### config.mk
export PLATFORM = sky130hd
export DESIGN_NAME = clock_ratio_meter
export DESIGN_NICKNAME = d
export VERILOG_FILES = /design/src/rtl/clock_ratio_meter.sv
export SDC_FILE = /design/constraint.sdc
export NUM_CORES = 1
export LEC_CHECK = 0
export BUFFER_PORTS_ARGS = -buffer_cell sky130_fd_sc_hd__buf_2
export CAP_MARGIN = 20
export CORE_UTILIZATION = 40
export DETAILED_ROUTE_END_ITERATION = 10
export HOLD_SLACK_MARGIN = 0.06
export PLACE_DENSITY = 0.61
export SETUP_SLACK_MARGIN = 0.15
export SLEW_MARGIN = 10
export SYNTH_ARGS = -nofsm -noshare
export SYNTH_HDL_FRONTEND = slang
export SYNTH_SLANG_ARGS = --single-unit
### constraint.sdc
create_clock -name I_ref_clk -period 3.06 [get_ports I_ref_clk]
set_clock_uncertainty 0.2 [all_clocks]
set_input_delay 0.306 -clock I_ref_clk [delete_from_list [all_inputs] [get_ports I_ref_clk]]
set_output_delay 0.306 -clock I_ref_clk [all_outputs]
set_load 0.02 [all_outputs]
### src/rtl/clock_ratio_meter.sv
// clock_ratio_meter: measures the I_meas_clk period in I_ref_clk cycles; define CLK_RATIO_DUTY_EN to also count the high phase
module clock_ratio_meter #(
  parameter int CNT_W = 32,
  parameter int SYNC_STAGES = 2,
  parameter longint unsigned TIMEOUT = 64'hFFFF_FFFF
) (
  input  logic I_ref_clk,
  input  logic I_rst,
  input  logic I_meas_clk,
  input  logic I_start,
  output logic o_busy,
  output logic o_valid,
  output logic [CNT_W-1:0] o_ratio,
  output logic [CNT_W-1:0] o_high_cnt,
  output logic o_timeout
);
  localparam logic [CNT_W-1:0] TMO = CNT_W'(TIMEOUT);
  typedef enum logic [1:0] {IDLE, ARM, MEASURE} state_t;
  state_t state, state_n;
  logic [SYNC_STAGES-1:0] sync_q;
  logic prev, sync, rise, at_tmo, done, tout;
  logic [CNT_W-1:0] cnt, cnt_n;
  assign sync = sync_q[SYNC_STAGES-1];
  assign rise = sync & ~prev;
  assign at_tmo = cnt == TMO;
  // the result cycle still counts as busy so a start in that cycle is visibly ignored
  assign o_busy = (state != IDLE) | o_valid;
  // synchroniser chain plus the delayed copy used for rising-edge detection
  always_ff @(posedge I_ref_clk or posedge I_rst)
    if (I_rst) begin
      sync_q <= '0;
      prev <= 1'b0;
    end else begin
      sync_q <= {sync_q[SYNC_STAGES-2:0], I_meas_clk};
      prev <= sync;
    end
  // next state and period counter; an edge wins over a simultaneous timeout
  always_comb begin
    state_n = state;
    cnt_n = cnt;
    done = 1'b0;
    tout = 1'b0;
    case (state)
      IDLE: if (I_start && !o_valid) begin
        state_n = ARM;
        cnt_n = '0;
      end
      ARM, MEASURE: if (rise) begin
        state_n = state == ARM ? MEASURE : IDLE;
        done = state == MEASURE;
        cnt_n = CNT_W'(1);
      end else if (at_tmo) begin
        state_n = IDLE;
        done = 1'b1;
        tout = 1'b1;
      end else cnt_n = cnt + CNT_W'(1);
      default: state_n = IDLE;
    endcase
  end
  // state, counter and result registers; results move only when a measurement completes
  always_ff @(posedge I_ref_clk or posedge I_rst)
    if (I_rst) begin
      state <= IDLE;
      cnt <= '0;
      o_valid <= 1'b0;
      o_ratio <= '0;
      o_timeout <= 1'b0;
    end else begin
      state <= state_n;
      cnt <= cnt_n;
      o_valid <= done;
      if (done) begin
        o_ratio <= tout ? '0 : cnt;
        o_timeout <= tout;
      end
    end
`ifdef CLK_RATIO_DUTY_EN
  logic [CNT_W-1:0] hcnt, hcnt_n;
  // high-phase counter: seeded on the opening edge, then counts synchronised-high cycles
  always_comb hcnt_n = state == ARM && rise ? CNT_W'(1) :
                       state == MEASURE && !rise ? hcnt + CNT_W'(sync) : hcnt;
  // high-phase register and its reported result
  always_ff @(posedge I_ref_clk or posedge I_rst)
    if (I_rst) begin
      hcnt <= '0;
      o_high_cnt <= '0;
    end else begin
      hcnt <= hcnt_n;
      if (done) o_high_cnt <= tout ? '0 : hcnt;
    end
`else
  assign o_high_cnt = '0;
`endif
endmodule

==> flow_metrics.env, run 1 <==
export IMPL_status="complete, no violations"
export IMPL_initial_core_util_pct=41.59
export IMPL_ys_flop_type="dfrtp_1"
export IMPL_clockBufferDepth=2
export IMPL_drtAntennaViolNets=0
export IMPL_syn_to_final_growth_pct=13.16
export IMPL_async_reset_ff_share_pct=100.0
export IMPL_m1WireLength_mm=4.105
export IMPL_cp_end_kind="register"
export IMPL_finalHoldViolCount=0
export IMPL_fin_tns_setup_ps=0
export IMPL_synth_common_cells="dfrtp_1, nor2_1, buf_4, mux2i_1, nand2_1"
export IMPL_htree_num_levels=3
export IMPL_fp_dieH_um=100.3
export IMPL_cts_setup_buffers=0
export IMPL_cp_data_arrival_time_ps=2730
export IMPL_diodes=0
export IMPL_synth_top_cell_by_area="dfrtp_1"
export IMPL_utilization_pct=47.06
export IMPL_final_area_sq_um=4369
export IMPL_num_vias=3157
export IMPL_ys_ff_latch=71
export IMPL_period_share_pct=86.82
export IMPL_gp_congestion=0.8857
export IMPL_grt_max_degree=43
export IMPL_clk_latency_ps=350
export IMPL_synth_edf_count=0
export IMPL_ios=71
export IMPL_p_leak_uw=0.002380
export IMPL_rsz0062_at_grt="false"
export IMPL_path_clk_slew_ps=80
export IMPL_cts_root_buf="clkbuf_8"
export IMPL_ir_drop_mv=0.3272
export IMPL_synthCells=394
export IMPL_worstPathMaxFanout=14
export IMPL_grt_pass1_wl_mm=15.08
export IMPL_netlist_area_sq_um=3861
export IMPL_grt_antenna_before_repair=0
export IMPL_synth_top_area_share_pct=46.01
export IMPL_tritoncts="yes"
export IMPL_portBuffers=38
export IMPL_crit_required_ps=3130
export IMPL_place_area_sq_um=4163
export IMPL_drt_wl_total_mm=9.070
export IMPL_whs_ps=159.6
export IMPL_finalCriticalPeriod_ps=2657
export IMPL_post_dp_hpwl_mm=6.172
export IMPL_grt_pass1_vias=2974
export IMPL_cts_buffers=9
export IMPL_layout_drive_gt1_share_pct=18.67
export IMPL_track_usage_pct=19.21
export IMPL_drv_slew=0
export IMPL_setup_viol=0
export IMPL_fp_row_count=35
export IMPL_finalNetCount=455
export IMPL_viasPerCell=5.453
export IMPL_synth_warnings=0
export IMPL_tightestPinTransition_ps=558.3
export IMPL_core_sq_um=9284
export IMPL_drt_iter0_drc=174
export IMPL_synth_avg_cell_area_sq_um=9.800
export IMPL_worst_setup_path_start_kind="register"
export IMPL_dp_cells=561
export IMPL_cts_sinks=71
export IMPL_wl_met3_um=520
export IMPL_die_x_um=100.3
export IMPL_min_path_cells=0
export IMPL_firstDrtPassIters=4
export IMPL_fin_cells=579
export IMPL_hold_class="reg -> reg"
export IMPL_drcViolationCount=0
export IMPL_synthDistinctLibCells=51
export IMPL_max_freq_mhz=376.4
export IMPL_top_layer_used="met4"
export IMPL_slew_headroom_pct=62.78
export IMPL_wire_per_inst_um=15.66
export IMPL_wl_met2_mm=4.310
export IMPL_fillers=892
export IMPL_rr_worst_depth=7
export IMPL_yosysMostFrequentCell="dfrtp_1"
export IMPL_cellPowerDensity_nw_per_um2=640.9
export IMPL_synthTopCellsByArea="dfrtp_1, mux2i_1, buf_4"
export IMPL_worstSetupPathType="reg -> reg"
export IMPL_grt_overflow_total=0
export IMPL_dieArea_sq_um=10050
export IMPL_drv_cap=0
export IMPL_seq_area_frac_synth_pct=46.01
-- final cells by class --
type | instances | area, sq um | area share [%]
multi-input cells | 290 | 1828 | 41.84
well taps | 129 | 161.4 | 3.694
clock buffers | 10 | 137.6 | 3.150
clock inverters | 6 | 43.79 | 1.002
repair buffers | 60 | 372.9 | 8.534
flip-flops and latches | 71 | 1777 | 40.66
inverters | 13 | 48.80 | 1.117
-- power by group --
group | switching [uW] | total, uW | internal, uW
clock | 375 | 695 | 320
sequential | 80.7 | 1080 | 1000
combinational | 686 | 1020 | 334
total | 1140 | 2800 | 1660
-- worst paths after layout --
kind                           start     endpoint  slack, ps
max                           cnt[0]      cnt[29]        400
min                        sync_q[0]    sync_q[1]        160
max reg2reg                   cnt[0]      cnt[29]        400
min reg2reg                sync_q[0]    sync_q[1]        160
max in group asynchronous      I_rst       cnt[1]       1830
min in group asynchronous      I_rst  o_ratio[19]        370
-- state kept, by name (all words and copies together) (netlist names) --
signal and flops:
o_valid 1, o_timeout 1, cnt 32, prev 1, o_ratio 32, sync_q 2
state 2
-- critical path, cell delays in order (launching register included) --
cell,delay [ps]
dfrtp_1,430
ha_1,280
nand4_4,180
or3_4,500
nor4_4,350
buf_4,290
nor2_1,140
a31oi_1,200
-- logic make-up (layout without fill, tap and decap cells) --
group           Yosys count  after routing  share of synthesized area (%)
compound gates           76             76                          13.77
fa+ha+maj                 6              6                          1.944
buf+inv                  64             89                          9.851
simple gates            140            140                          18.96
xor+xnor                  1              1                         0.2269
other cells               1             32                        0.09712
mux                      35             35                          9.138
flops                    71             71                          46.01
-- metrics by stage --
stage	worst slack (ps)	power [uW]
floorplan	612.1	1782
global placement	411.3	2088
detailed placement	325.4	2104
CTS	291.2	2809
global route	221.7	2961
finish	403.4	2800
-- layer usage --
| metal | vias up | GRT usage, % |
|---|---|---|
| met3 | 11 | 3.760 |
| met1 | 1557 | 25.48 |
| met4 | 0 | 6.689 |
| met5 | - | 0 |
| li1 | 1474 | - |
| met2 | 115 | 31.40 |
-- cell usage in the layout (no fill, tap or decap), types with 2 or more instances in the layout --
| cell type | netlist | routed |
|---|---|---|
| a31oi_1 | 17 | 17 |
| and4_1 | 4 | 4 |
| inv_6 | 0 | 2 |
| dlygate4sd3_1 | 0 | 2 |
| buf_2 | 7 | 38 |
| mux2i_1 | 33 | 33 |
| a2bb2oi_1 | 2 | 2 |
| o31ai_1 | 15 | 15 |
| a21oi_1 | 6 | 6 |
| nor2b_1 | 3 | 3 |
| nor2_1 | 45 | 45 |
| and2_1 | 2 | 2 |
| nand2_1 | 26 | 25 |
| a32o_1 | 2 | 2 |
| nor3_1 | 3 | 3 |
| or3_1 | 3 | 2 |
| clkbuf_8 | 0 | 10 |
| a41oi_1 | 6 | 6 |
| o21ai_1 | 11 | 11 |
| dfrtp_1 | 71 | 71 |
| clkinv_2 | 0 | 2 |
| ha_1 | 6 | 6 |
| buf_4 | 33 | 19 |
| nand3_1 | 20 | 20 |
| and3_1 | 8 | 8 |
| o41ai_1 | 4 | 4 |
| nand2b_1 | 5 | 5 |
| nor4_1 | 5 | 5 |
| a21o_1 | 3 | 3 |
| inv_2 | 1 | 2 |
| inv_1 | 12 | 11 |
| nand4_1 | 9 | 9 |
| o31a_1 | 2 | 2 |
| conb_1 | 1 | 32 |
-- timing repair --
action | 4_1_cts | 5_1_grt
setup endpoints to repair | 0 | 4
hold endpoints to repair | 72 | 0
hold buffers | 2 | 0
resized for setup | 0 | 1
(Power assumes the default switching activity.)
==> run 2, diff against run 1 <==
Settings changed: ABC_AREA set to 1, CORE_ASPECT_RATIO set to 1.75, PLACE_DENSITY 0.61 to 0.6.
==> run 2 against run 1 <==
  * Die area increased by 7.4%
  * Synthesized cell count increased by 42%
  * Critical path type unchanged
  * Power grew 2.6%
==> flow_metrics.env, run 2 <==
export IMPL_worstPathMaxFanout=10
export IMPL_finalHoldViolCount=0
export IMPL_ir_drop_mv=0.3079
export IMPL_drtAntennaViolNets=0
export IMPL_setup_viol=0
export IMPL_worst_setup_path_start_kind="register"
export IMPL_fin_tns_setup_ps=0
export IMPL_viasPerCell=4.700
export IMPL_final_cell_mix="nand2_1, dfrtp_1, inv_1"
export IMPL_status="complete, no violations"
export IMPL_drt_iter0_drc=172
export IMPL_period_share_pct=80.31
export IMPL_synth_avg_cell_area_sq_um=7.418
export IMPL_slew_headroom_pct=51.02
export IMPL_synthDistinctLibCells=30
export IMPL_tritoncts="yes"
export IMPL_grt_overflow_total=0
export IMPL_finalCriticalPeriod_ps=2457
export IMPL_cts_setup_buffers=0
export IMPL_portBuffers=38
export IMPL_crit_required_ps=3130
export IMPL_seq_area_frac_synth_pct=42.85
export IMPL_hold_buffers=2
export IMPL_die_x_um=78.97
export IMPL_yosysMostFrequentCell="nand2_1"
export IMPL_initial_core_util_pct=41.59
export IMPL_ys_ff_latch=71
export IMPL_reg_top3="cnt: 32 flops, o_ratio: 32 flops"
export IMPL_drv_slew=0
export IMPL_synth_common_cells="nand2_1, dfrtp_1, inv_1"
export IMPL_dieArea_sq_um=10790
export IMPL_layout_drive_gt1_share_pct=14.29
export IMPL_cts_sinks=71
export IMPL_rsz0062_at_grt="false"
export IMPL_cts_buffers=9
export IMPL_utilization_pct=46.23
export IMPL_fp_row_count=48
export IMPL_grt_pass1_vias=3297
export IMPL_track_usage_pct=20.22
export IMPL_ios=71
export IMPL_drcViolationCount=0
export IMPL_drt_wl_total_mm=9.889
export IMPL_cp_data_arrival_time_ps=2530
export IMPL_clk_latency_ps=330
export IMPL_htree_num_levels=3
export IMPL_post_dp_hpwl_mm=7.220
export IMPL_cts_resized=0
export IMPL_num_vias=3417
export IMPL_fp_dieH_um=136.7
export IMPL_syn_to_final_growth_pct=11.16
export IMPL_p_leak_uw=0.002551
export IMPL_grt_pass1_wl_mm=16.44
export IMPL_cts_root_buf="clkbuf_16"
export IMPL_synthCells=559
export IMPL_grt_max_degree=45
export IMPL_finalNetCount=609
export IMPL_synth_top_cell_by_area="dfrtp_1"
export IMPL_core_sq_um=9970
export IMPL_hold_class="reg -> reg"
export IMPL_clockBufferDepth=2
export IMPL_netlist_area_sq_um=4146
export IMPL_gp_congestion=0.9092
export IMPL_layout_commonest_cell="nand2_1"
export IMPL_cellPowerDensity_nw_per_um2=623.4
export IMPL_synth_edf_count=0
export IMPL_wire_per_inst_um=13.60
export IMPL_synth_top_area_share_pct=42.85
export IMPL_path_clk_slew_ps=50
export IMPL_grt_antenna_before_repair=0
export IMPL_min_path_cells=0
export IMPL_tightestPinTransition_ps=733.7
export IMPL_synth_warnings=0
export IMPL_max_freq_mhz=406.9
export IMPL_worstSetupPathType="reg -> reg"
export IMPL_ys_flop_type="dfrtp_1"
export IMPL_cp_end_kind="register"
export IMPL_synthTopCellsByArea="dfrtp_1, nand2_1, buf_4"
export IMPL_diodes=0
export IMPL_async_reset_ff_share_pct=100.0
export IMPL_rr_worst_depth=9
export IMPL_drv_cap=0
export IMPL_firstDrtPassIters=4
-- run 2: cell count changes in the layout (fill, tap and decap cells not counted), moves of 17 or more --
cell     before  now
a31oi_1      17    0
inv_1        11   64
mux2i_1      33    0
nand2_1      25  213
o21ai_0       1   24
-- run 2: final timing paths --
check / start / slack [ps] / to
max reg2reg: state[0] / 600 / cnt[26]
max: state[0] / 600 / cnt[26]
min in group asynchronous: I_rst / 450 / o_ratio[13]
max in group asynchronous: I_rst / 1540 / state[0]
min: sync_q[0] / 150 / sync_q[1]
min reg2reg: sync_q[0] / 150 / sync_q[1]
-- run 2: critical path: stages (launching register included) --
cell     delay, ps
dfrtp_1        380
inv_1          100
ha_1           340
inv_1           80
nor2_1         310
buf_4          230
nand3_1        280
inv_2          300
nand3_1        100
nand2_1         70
-- run 2: power breakdown --
part / internal, uW / switching, uW
clock network: 583 / 369
registers: 1030 / 58.9
logic: 237 / 592
total: 1850 / 1020
-- run 2: per-stage QoR --
| stage | hold slack, ps | cells | total power, uW | worst slack, ps | instance area (sq um) |
|---|---|---|---|---|---|
| global route | 166.3 | 727 | 3047 | 417.7 | 4609 |
| finish | 149.1 | 727 | 2874 | 602.6 | 4609 |
| CTS | 151.7 | 727 | 2909 | 577.2 | 4609 |
| global placement | 136.4 | 711 | 1920 | 711.7 | 4324 |
| floorplan | 131.2 | 590 | 1805 | 757.4 | 4263 |
| detailed placement | 139.7 | 711 | 1946 | 595.0 | 4324 |
-- run 2: layout make-up --
cell class              count  area, sq um
clock buffers              13        260.3
repair buffers             45        260.3
multi-input cells         404         1896
well taps                 125        156.4
clock inverters             1        5.005
flip-flops and latches     71         1777
fillers                  1039         5360
inverters                  68        255.2
-- run 2: cell families after synthesis --
family	Yosys count	synth area share [%]
flops	71	42.85
fa+ha+maj	6	1.810
xor+xnor	17	3.591
compound gates	50	7.664
simple gates	299	29.75
other cells	1	0.09044
buf+inv	115	14.24
-- run 2: metal layers --
layer	wire, um	GRT usage, %	share of wire, %
met1	4044	22.40	41
met2	5302	36.78	54
met3	292	3.867	3.0
met4	250	8.990	2.5
met5	0	0	0
==> run 3, diff against run 2 <==
Clock period 3.06 ns to 2.56 ns, I/O delays scaled along.
==> run 3 against run 2 <==
  * Via count grew 0.29%
  * Largest cell class unchanged
  * Critical path depth did not move
  * Highest routed layer unchanged
  * Power grew 23%
  * Combinational power up 19%
  * Worst setup slack lost 200 ps
  * Hold slack worse by 0.74 ps
  * Sequential share of layout area is 0.41 points lower
==> flow_metrics.env, run 3 (synthesized netlist as in run 2, its figures left out) <==
export IMPL_drcViolationCount=0
export IMPL_rsz0062_at_grt="false"
export IMPL_finalHoldViolCount=0
export IMPL_finalPower_uw=3526
export IMPL_cts_sinks=71
export IMPL_worstPathCellList="inv_1 > ha_1 > inv_1 > nor2_1 > nand3_4 > nand2_8 > inv_2 > nand2_1 > o21ai_1"
export IMPL_use_met2_pct=34.77
export IMPL_status="complete, no violations"
export IMPL_setup_viol=0
export IMPL_fp_row_count=48
export IMPL_place_area_sq_um=4347
export IMPL_grt_overflow_total=0
export IMPL_cts_buffers=9
export IMPL_max_stage_delay_ps=370
export IMPL_finalCriticalPeriod_ps=2157
export IMPL_cellPowerDensity_nw_per_um2=756.7
export IMPL_initial_core_util_pct=41.59
export IMPL_cp_data_arrival_time_ps=2170
export IMPL_portBuffers=38
export IMPL_drv_slew=0
export IMPL_core_sq_um=9970
export IMPL_worstSetupPathType="reg -> reg"
export IMPL_worst_setup_path_start_kind="register"
export IMPL_crit_top_cell="inv_1"
export IMPL_p_leak_uw=0.002575
export IMPL_pre_cts_ws_ps=412.2
export IMPL_layout_commonest_cell="nand2_1"
export IMPL_finalNetCount=612
export IMPL_dieArea_sq_um=10790
export IMPL_drt_wl_total_mm=9.511
export IMPL_final_area_sq_um=4659
export IMPL_final_cell_mix="nand2_1, dfrtp_1, inv_1"
export IMPL_layout_drive_gt1_share_pct=14.83
export IMPL_critPathSlowestCell="dfrtp_1"
export IMPL_ir_drop_mv=0.4103
export IMPL_grt_busiest_layer="met2"
export IMPL_tritoncts="yes"
export IMPL_max_freq_mhz=463.7
export IMPL_met3_usage_pct=3.333
export IMPL_drt_iter0_drc=178
export IMPL_ios=71
export IMPL_syn_to_final_growth_pct=12.37
export IMPL_period_share_pct=84.24
export IMPL_hold_class="reg -> reg"
export IMPL_wire_per_inst_um=12.99
export IMPL_fin_tns_setup_ps=0
export IMPL_grt_pass1_wl_mm=15.90
export IMPL_grt_antenna_before_repair=0
export IMPL_grt_max_degree=72
export IMPL_reg_top3="cnt: 32 flops, o_ratio: 32 flops"
export IMPL_whs_ps=148.4
export IMPL_path_clk_slew_ps=60
export IMPL_worstPathMaxFanout=37
export IMPL_gr_usage_met1_pct=22.00
export IMPL_track_usage_pct=19.42
export IMPL_cts_root_buf="clkbuf_16"
export IMPL_diodes=0
export IMPL_drtAntennaViolNets=0
export IMPL_htree_num_levels=3
export IMPL_die_x_um=78.97
export IMPL_crit_required_ps=2570
export IMPL_grt_pass1_vias=3332
export IMPL_post_dp_hpwl_mm=6.932
export IMPL_cp_end_kind="register"
export IMPL_clockBufferDepth=2
export IMPL_drv_cap=0
export IMPL_gp_congestion=0.8940
export IMPL_firstDrtPassIters=5
export IMPL_num_vias=3427
export IMPL_clk_latency_ps=330
export IMPL_fp_dieH_um=136.7
export IMPL_fin_ws_ps=403.3
export IMPL_viasPerCell=4.682
-- run 3: cell count changes in the layout (fill, tap and decap cells not counted) --
cell,before,now
clkbuf_1,2,3
buf_4,4,7
clkinvlp_4,0,1
bufinv_16,0,1
clkbuf_8,2,1
-- run 3: worst paths after layout --
| kind | start | end | slack (ps) | depth (start not counted) |
|---|---|---|---|---|
| min reg2reg | sync_q[0] | sync_q[1] | 150 | 0 |
| max in group asynchronous | I_rst | o_ratio[19] | 1470 | 4 |
| max | state[0] | cnt[4] | 400 | 9 |
| min | sync_q[0] | sync_q[1] | 150 | 0 |
| min in group asynchronous | I_rst | o_ratio[13] | 330 | 4 |
| max reg2reg | state[0] | cnt[4] | 400 | 9 |
-- run 3: worst max-delay path, delay by kind of cell, from the launching register on --
kind                     cells  cell delay, ps
AND/OR/NAND/NOR              4             770
flip-flops                   1             370
adder cells (fa/ha/maj)      1             350
buffers and inverters        3             280
AO/OA/AOI/OAI                1              60
-- run 3: metal layers --
layer	vias up	wire length (um)
met4	0	235
met2	78	5109
met1	1607	3806
li1	1727	-
met3	15	359
met5	-	0
-- run 3: area by class of cell --
| type | instances | area (sq um) |
|---|---|---|
| fill | 1088 | 5310 |
| multi-input combinational | 404 | 1896 |
| clock inverter | 3 | 42.54 |
| clock buffer | 13 | 250.2 |
| sequential | 71 | 1777 |
| timing repair buffer | 48 | 282.8 |
| inverter | 68 | 255.2 |
| tap | 125 | 156.4 |
-- run 3: repair_timing --
| item | CTS | global route |
|---|---|---|
| resized for setup | 0 | 0 |
| hold endpoints to repair | 72 | 0 |
| setup buffers | 0 | 0 |
| hold buffers | 2 | 0 |
-- run 3: where the power goes --
group,internal [uW],switching (uW)
Combinational,283,703
Sequential,1240,68.0
Clock,780,455
Total,2300,1230
-- run 3: stage by stage --
step | instances | utilization [%]
floorplan | 590 | -
global placement | 714 | 43.60
detailed placement | 714 | 43.60
CTS | 732 | 46.74
global route | 732 | 46.74
finish | 732 | 46.74
